## src/rtl/alu_bist_ctrl.sv

```systemverilog
// Built-in self-test initiator for the single-cycle ALU: walks a 10-entry golden
// table through the ALU, compares Result/Zero and reports pass, error count and first failure.
module alu_bist_ctrl #(
   parameter int unsigned SETTLE_CYCLES = 1,
   parameter bit          STOP_ON_FAIL  = 1'b0
) (
   input  logic        clk,
   input  logic        rst_n,
   input  logic        start,
   input  logic        abort,
   output logic [31:0] alu_a,
   output logic [31:0] alu_b,
   output logic [3:0]  alu_ctrl,
   input  logic [31:0] alu_result,
   input  logic        alu_zero,
   output logic        busy,
   output logic        done,
   output logic        pass,
   output logic [3:0]  err_count,
   output logic [3:0]  fail_idx
);

   localparam logic [3:0] LAST_IDX    = 4'd9;
   localparam logic [3:0] SETTLE_LAST = 4'(SETTLE_CYCLES - 1);
   localparam logic [3:0] NO_FAIL     = 4'hF;

   typedef enum logic [2:0] {
      IDLE,
      DRIVE,
      SETTLE,
      CHECK,
      FINISH
   } state_t;

   state_t      state;
   state_t      state_nxt;
   logic [3:0]  idx;
   logic [3:0]  settle_cnt;
   logic [3:0]  rom_ctrl;
   logic [31:0] rom_a;
   logic [31:0] rom_b;
   logic [31:0] rom_exp;
   logic        rom_zero;
   logic        launch;
   logic        kill;
   logic        mismatch;
   logic        finish;

   // Golden vector table: operands, opcode and the expected ALU response.
   always_comb begin
      rom_ctrl = 4'h0;
      rom_a    = '0;
      rom_b    = '0;
      rom_exp  = '0;
      rom_zero = 1'b0;
      case (idx)
         4'd0: begin rom_ctrl = 4'h0; rom_a = 32'h0000000A; rom_b = 32'h00000014; rom_exp = 32'h0000001E; rom_zero = 1'b0; end
         4'd1: begin rom_ctrl = 4'h1; rom_a = 32'h00000019; rom_b = 32'h00000019; rom_exp = 32'h00000000; rom_zero = 1'b1; end
         4'd2: begin rom_ctrl = 4'h2; rom_a = 32'hF0F0F0F0; rom_b = 32'h0F0F0F0F; rom_exp = 32'h00000000; rom_zero = 1'b1; end
         4'd3: begin rom_ctrl = 4'h3; rom_a = 32'hAAAA5555; rom_b = 32'h5555AAAA; rom_exp = 32'hFFFFFFFF; rom_zero = 1'b0; end
         4'd4: begin rom_ctrl = 4'h4; rom_a = 32'hFFFFFFFF; rom_b = 32'h0000FFFF; rom_exp = 32'hFFFF0000; rom_zero = 1'b0; end
         4'd5: begin rom_ctrl = 4'h5; rom_a = 32'h00000001; rom_b = 32'h00000005; rom_exp = 32'h00000020; rom_zero = 1'b0; end
         4'd6: begin rom_ctrl = 4'h6; rom_a = 32'h80000000; rom_b = 32'h00000004; rom_exp = 32'h08000000; rom_zero = 1'b0; end
         4'd7: begin rom_ctrl = 4'h7; rom_a = 32'hFFFFFFF8; rom_b = 32'h00000002; rom_exp = 32'hFFFFFFFE; rom_zero = 1'b0; end
         4'd8: begin rom_ctrl = 4'h8; rom_a = 32'hFFFFFFF6; rom_b = 32'h00000005; rom_exp = 32'h00000001; rom_zero = 1'b0; end
         4'd9: begin rom_ctrl = 4'h8; rom_a = 32'h00000014; rom_b = 32'h0000000A; rom_exp = 32'h00000000; rom_zero = 1'b1; end
         default: ;
      endcase
   end

   always_comb begin
      launch   = (state == IDLE) && start && !abort;
      kill     = (state != IDLE) && abort;
      mismatch = (alu_result != rom_exp) || (alu_zero != rom_zero);
      finish   = (idx == LAST_IDX) || (mismatch && STOP_ON_FAIL);
   end

   always_ff @(posedge clk) begin
      if (!rst_n) begin
         state <= IDLE;
      end else begin
         state <= state_nxt;
      end
   end

   always_comb begin
      state_nxt = state;
      case (state)
         IDLE:    if (launch) state_nxt = DRIVE;
         DRIVE:   state_nxt = SETTLE;
         SETTLE:  if (settle_cnt == SETTLE_LAST) state_nxt = CHECK;
         CHECK:   state_nxt = finish ? FINISH : DRIVE;
         FINISH:  state_nxt = IDLE;
         default: state_nxt = IDLE;
      endcase
      if (kill) begin
         state_nxt = IDLE;
      end
   end

   always_comb begin
      busy = (state != IDLE);
      done = (state == FINISH);
   end

   // Abort takes priority over every in-flight update so partial results stay frozen.
   always_ff @(posedge clk) begin
      if (!rst_n) begin
         idx        <= '0;
         settle_cnt <= '0;
         alu_a      <= '0;
         alu_b      <= '0;
         alu_ctrl   <= '0;
         pass       <= 1'b0;
         err_count  <= '0;
         fail_idx   <= NO_FAIL;
      end else if (kill) begin
         pass <= 1'b0;
      end else begin
         case (state)
            IDLE: begin
               if (launch) begin
                  idx       <= '0;
                  err_count <= '0;
                  fail_idx  <= NO_FAIL;
                  pass      <= 1'b0;
               end
            end
            DRIVE: begin
               alu_a      <= rom_a;
               alu_b      <= rom_b;
               alu_ctrl   <= rom_ctrl;
               settle_cnt <= '0;
            end
            SETTLE: begin
               settle_cnt <= settle_cnt + 4'd1;
            end
            CHECK: begin
               if (mismatch) begin
                  if (err_count != 4'hF) begin
                     err_count <= err_count + 4'd1;
                  end
                  if (fail_idx == NO_FAIL) begin
                     fail_idx <= idx;
                  end
               end
               if (!finish) begin
                  idx <= idx + 4'd1;
               end
            end
            FINISH: begin
               pass <= (err_count == '0);
            end
            default: ;
         endcase
      end
   end

endmodule
```

## config.mk

```make
export PLATFORM = sky130hd
export DESIGN_NAME = alu_bist_ctrl
export DESIGN_NICKNAME = d
export VERILOG_FILES = /design/src/rtl/alu_bist_ctrl.sv
export SDC_FILE = /design/constraint.sdc
export NUM_CORES = 1
export LEC_CHECK = 0
export CORE_UTILIZATION = 35
export CTS_CLUSTER_DIAMETER = 100
export DETAILED_ROUTE_END_ITERATION = 8
export PLACE_DENSITY = 0.66
export REMOVE_ABC_BUFFERS = 1
export SYNTH_ARGS = -nofsm -noshare
export SYNTH_HDL_FRONTEND = slang
export SYNTH_SLANG_ARGS = --single-unit
```

## constraint.sdc

```tcl
create_clock -name clk -period 5.35 [get_ports clk]
set_input_delay 1.07 -clock clk [delete_from_list [all_inputs] [get_ports clk]]
set_output_delay 1.07 -clock clk [all_outputs]
set_load 0.05 [all_outputs]
```

==> impl_results.md <==
- Total CTS buffers: 5
- Final min period: 3150 ps
- Hold Crit Start: alu_a[0]
- Post-CTS Setup Repair Bufs: 0
- Gr ovfl total: 0
- Worst Skew: 8.46 ps
- Achievable frequency: 0.318 GHz
- Worst slew pin tran: 942 ps
- Pre-CTS WS: between 2000 and 2500 ps
- Core Area: 0.00822 mm2
- Worst-Skew Late Latency: ~300 ps
- Final period util: 0.589
- Final setup TNS: 0 ps
- Reg2reg start: idx[0]
- Crit-path max FO: 14
- Total power: 0.000715 W
- CTS Buffer Depth: 2
- Total die area: 0.00883 mm2
- RD Place Congestion: slightly below 0.8
- Drt via density: 5.01
- Root buf cell: clkbuf_8
- R2r setup slk: 2810 ps
- Status: complete, no violations
- Post-Layout Inst Area: 0.00387 mm2
- Initial Util: 0.360
- Setup violators final: 0
- Cells after Synth: 362
- Library cells used by synthesis: a little over 60
- Post-CTS Resized: 0
- Final Hold Viols: 0
- Slowest-stage cell, CP: clkdlybuf4s50_1
- Area leader, netlist: dfxtp_1
- Max Transition Viols Final: 0
- GRT Total Usage: 0.160
- DR pass1 iterations: 4
- CP peak stage delay: 860 ps
- Final antenna-violating net count: 0
- Most common cell in the netlist: dfxtp_1
- Layout area overhead: 30.5%
- Dominant synthesized flop cell: dfxtp_1
- Crit path to: busy
- Layout cells sized above 1: 0.0571
- DIE HEIGHT: 94.0 um
- IO Count: roughly 120
- Worst Path Class, Setup: flop to output port
- Critical R2R Capture: err_count[3]
- Post-Route WL: 6880 um
- Post-synth EDFFs: 0
- Vias: 2630
- Post-synth ARST share: 0
- Synthesized area: 0.00296 mm2
- Most frequent cells after synthesis: 46 x dfxtp_1, 43 x buf_4, 43 x nand2_1, 21 x nor2_1
- Cells on worst reg2reg path: 8
- Worst-path clk slew: 80 ps
- Nets: 464
- Top post-synthesis cells by area: dfxtp_1 31%, buf_4 11%, nand2_1 5.4%
- RSZ-0062 raised after global routing: false
- Drt wl/cell: between 10 and 15 um
- Mean Syn Cell Area: between 8 and 9 um2
- Yosys reg bits: 46
- CTS sink cnt: 46
- # DRC: 0
- Vias in the first global route: 2401
- H-Tree Level Count: 2
- Largest delay share family, worst path: buffers and inverters
- CP required: 4280 ps
- Post-synth top area share: 0.311
- Worst VDD drop: 0.0897 mV
- Post-synthesis sequential area ratio: 0.311
- Num rows: 33
- Largest net degree at the start of global routing: 32
- Post-DP HPWL: 5190 um
- Relative slew slack: 0.370
- Worst min-delay path class: flop to flop
- CTS tree: done
- Inserted Diodes: 0
- First-pass GRT wire length: between 10000 and 15000 um
- Synth Warn #: 0
- Antenna violations before repair: 0
- Hold Slack: 439 ps
- Startpoint types: flop
- MaxCap Viol Count: 0
- IO buf count: 111
- Worst path depth: 2
- Static leakage: approximately 1.4 nW
- Worst setup path start: state[0]
- Worst setup EP type: output port
- Final setup margin: 2200 ps
- 1st-iter DRT viols: 154
- Power Density: 185 mW/mm2
- Die Width: roughly 94 um
- CP arrival: 2080 ps
- Post-CTS Hold Fix Bufs: 0
- Worst-path cell chain: or3_1, clkdlybuf4s50_1
- Crit path buffers/inverters: 1
- Area after DPL: about 0.0038 mm2
[where the power goes]
group | leakage [nW] | total, W | switching, W | internal [W]
registers | 0.371 | 0.000351 | 0.00000520 | 0.000346
logic | 0.964 | 0.000105 | 0.0000570 | 0.0000476
clock network | 0.0579 | 0.000259 | 0.000122 | 0.000138
[layer usage]
metal / track usage / share of wire / vias to the layer above
li1: - / - / 1330
met1: 0.213 / 0.47 / 1198
met2: 0.262 / 0.46 / 95
met3: 0.0307 / 0.059 / 7
met4: 0.0449 / 0.011 / 0
met5: 0 / 0 / -
[flip-flops by register name, indices dropped and copies added, names as in the netlist]
register and count:
fail_idx 4, state 3, settle_cnt 4, pass 1, alu_ctrl 4, err_count 4, alu_b 12, idx 4
alu_a 10
[worst reg2reg max path, delay by kind of cell (launching register included)]
family / cells / cell delay (ps)
AND/OR/NAND/NOR: 3 / 650
adder cells (fa/ha/maj): 1 / 500
AO/OA/AOI/OAI: 4 / 890
flip-flops: 1 / 450
[layout by cell type, fill, tap and decap left out, drive strengths merged, types with 4 or more instances in the layout]
master / instances
a211oi: 5
a21oi: 18
a22o: 9
clkbuf: 5
clkdlybuf4s50: 111
conb: 4
dfxtp: 46
ha: 8
inv: 15
mux2i: 7
nand2: 44
nand2b: 4
nand3: 6
nand4: 8
nor2: 21
nor2b: 15
nor3: 12
nor3b: 6
nor4: 8
o21ai: 20
[layout make-up]
type | count | area (um2)
Inverter | 15 | 56.3
Multi-Input combinational cell | 239 | 1530
Clock inverter | 3 | 40.0
Sequential cell | 46 | 921
Timing Repair Buffer | 112 | 1120
Fill cell | 797 | 4350
Tap cell | 105 | 131
Clock buffer | 5 | 68.8
[how the worst min path moves through the flow]
stage,cells past startpoint,slack (ps),end
floorplan,2,480,settle_cnt[3]
global placement,2,430,alu_a[0]
detailed placement,2,430,alu_a[0]
CTS,2,440,alu_a[0]
global route,2,480,alu_a[0]
finish,2,440,alu_a[0]
[through the flow]
step	cells	util
final	525	0.471
after global routing	525	0.471
after floorplan	300	-
after CTS	525	0.471
after detailed placement	517	0.457
after global placement	517	0.457
[cell families after synthesis]
family	synth area share
muxes	0.0237
adders and majority gates	0.0338
other	0.00127
and+or+nand+nor	0.240
AOI/OAI and AO/OA	0.197
DFF	0.311
xor gates and xnor gates	0.0177
buffers and inverters	0.176
Note: power is estimated with default switching activity, not from simulation.
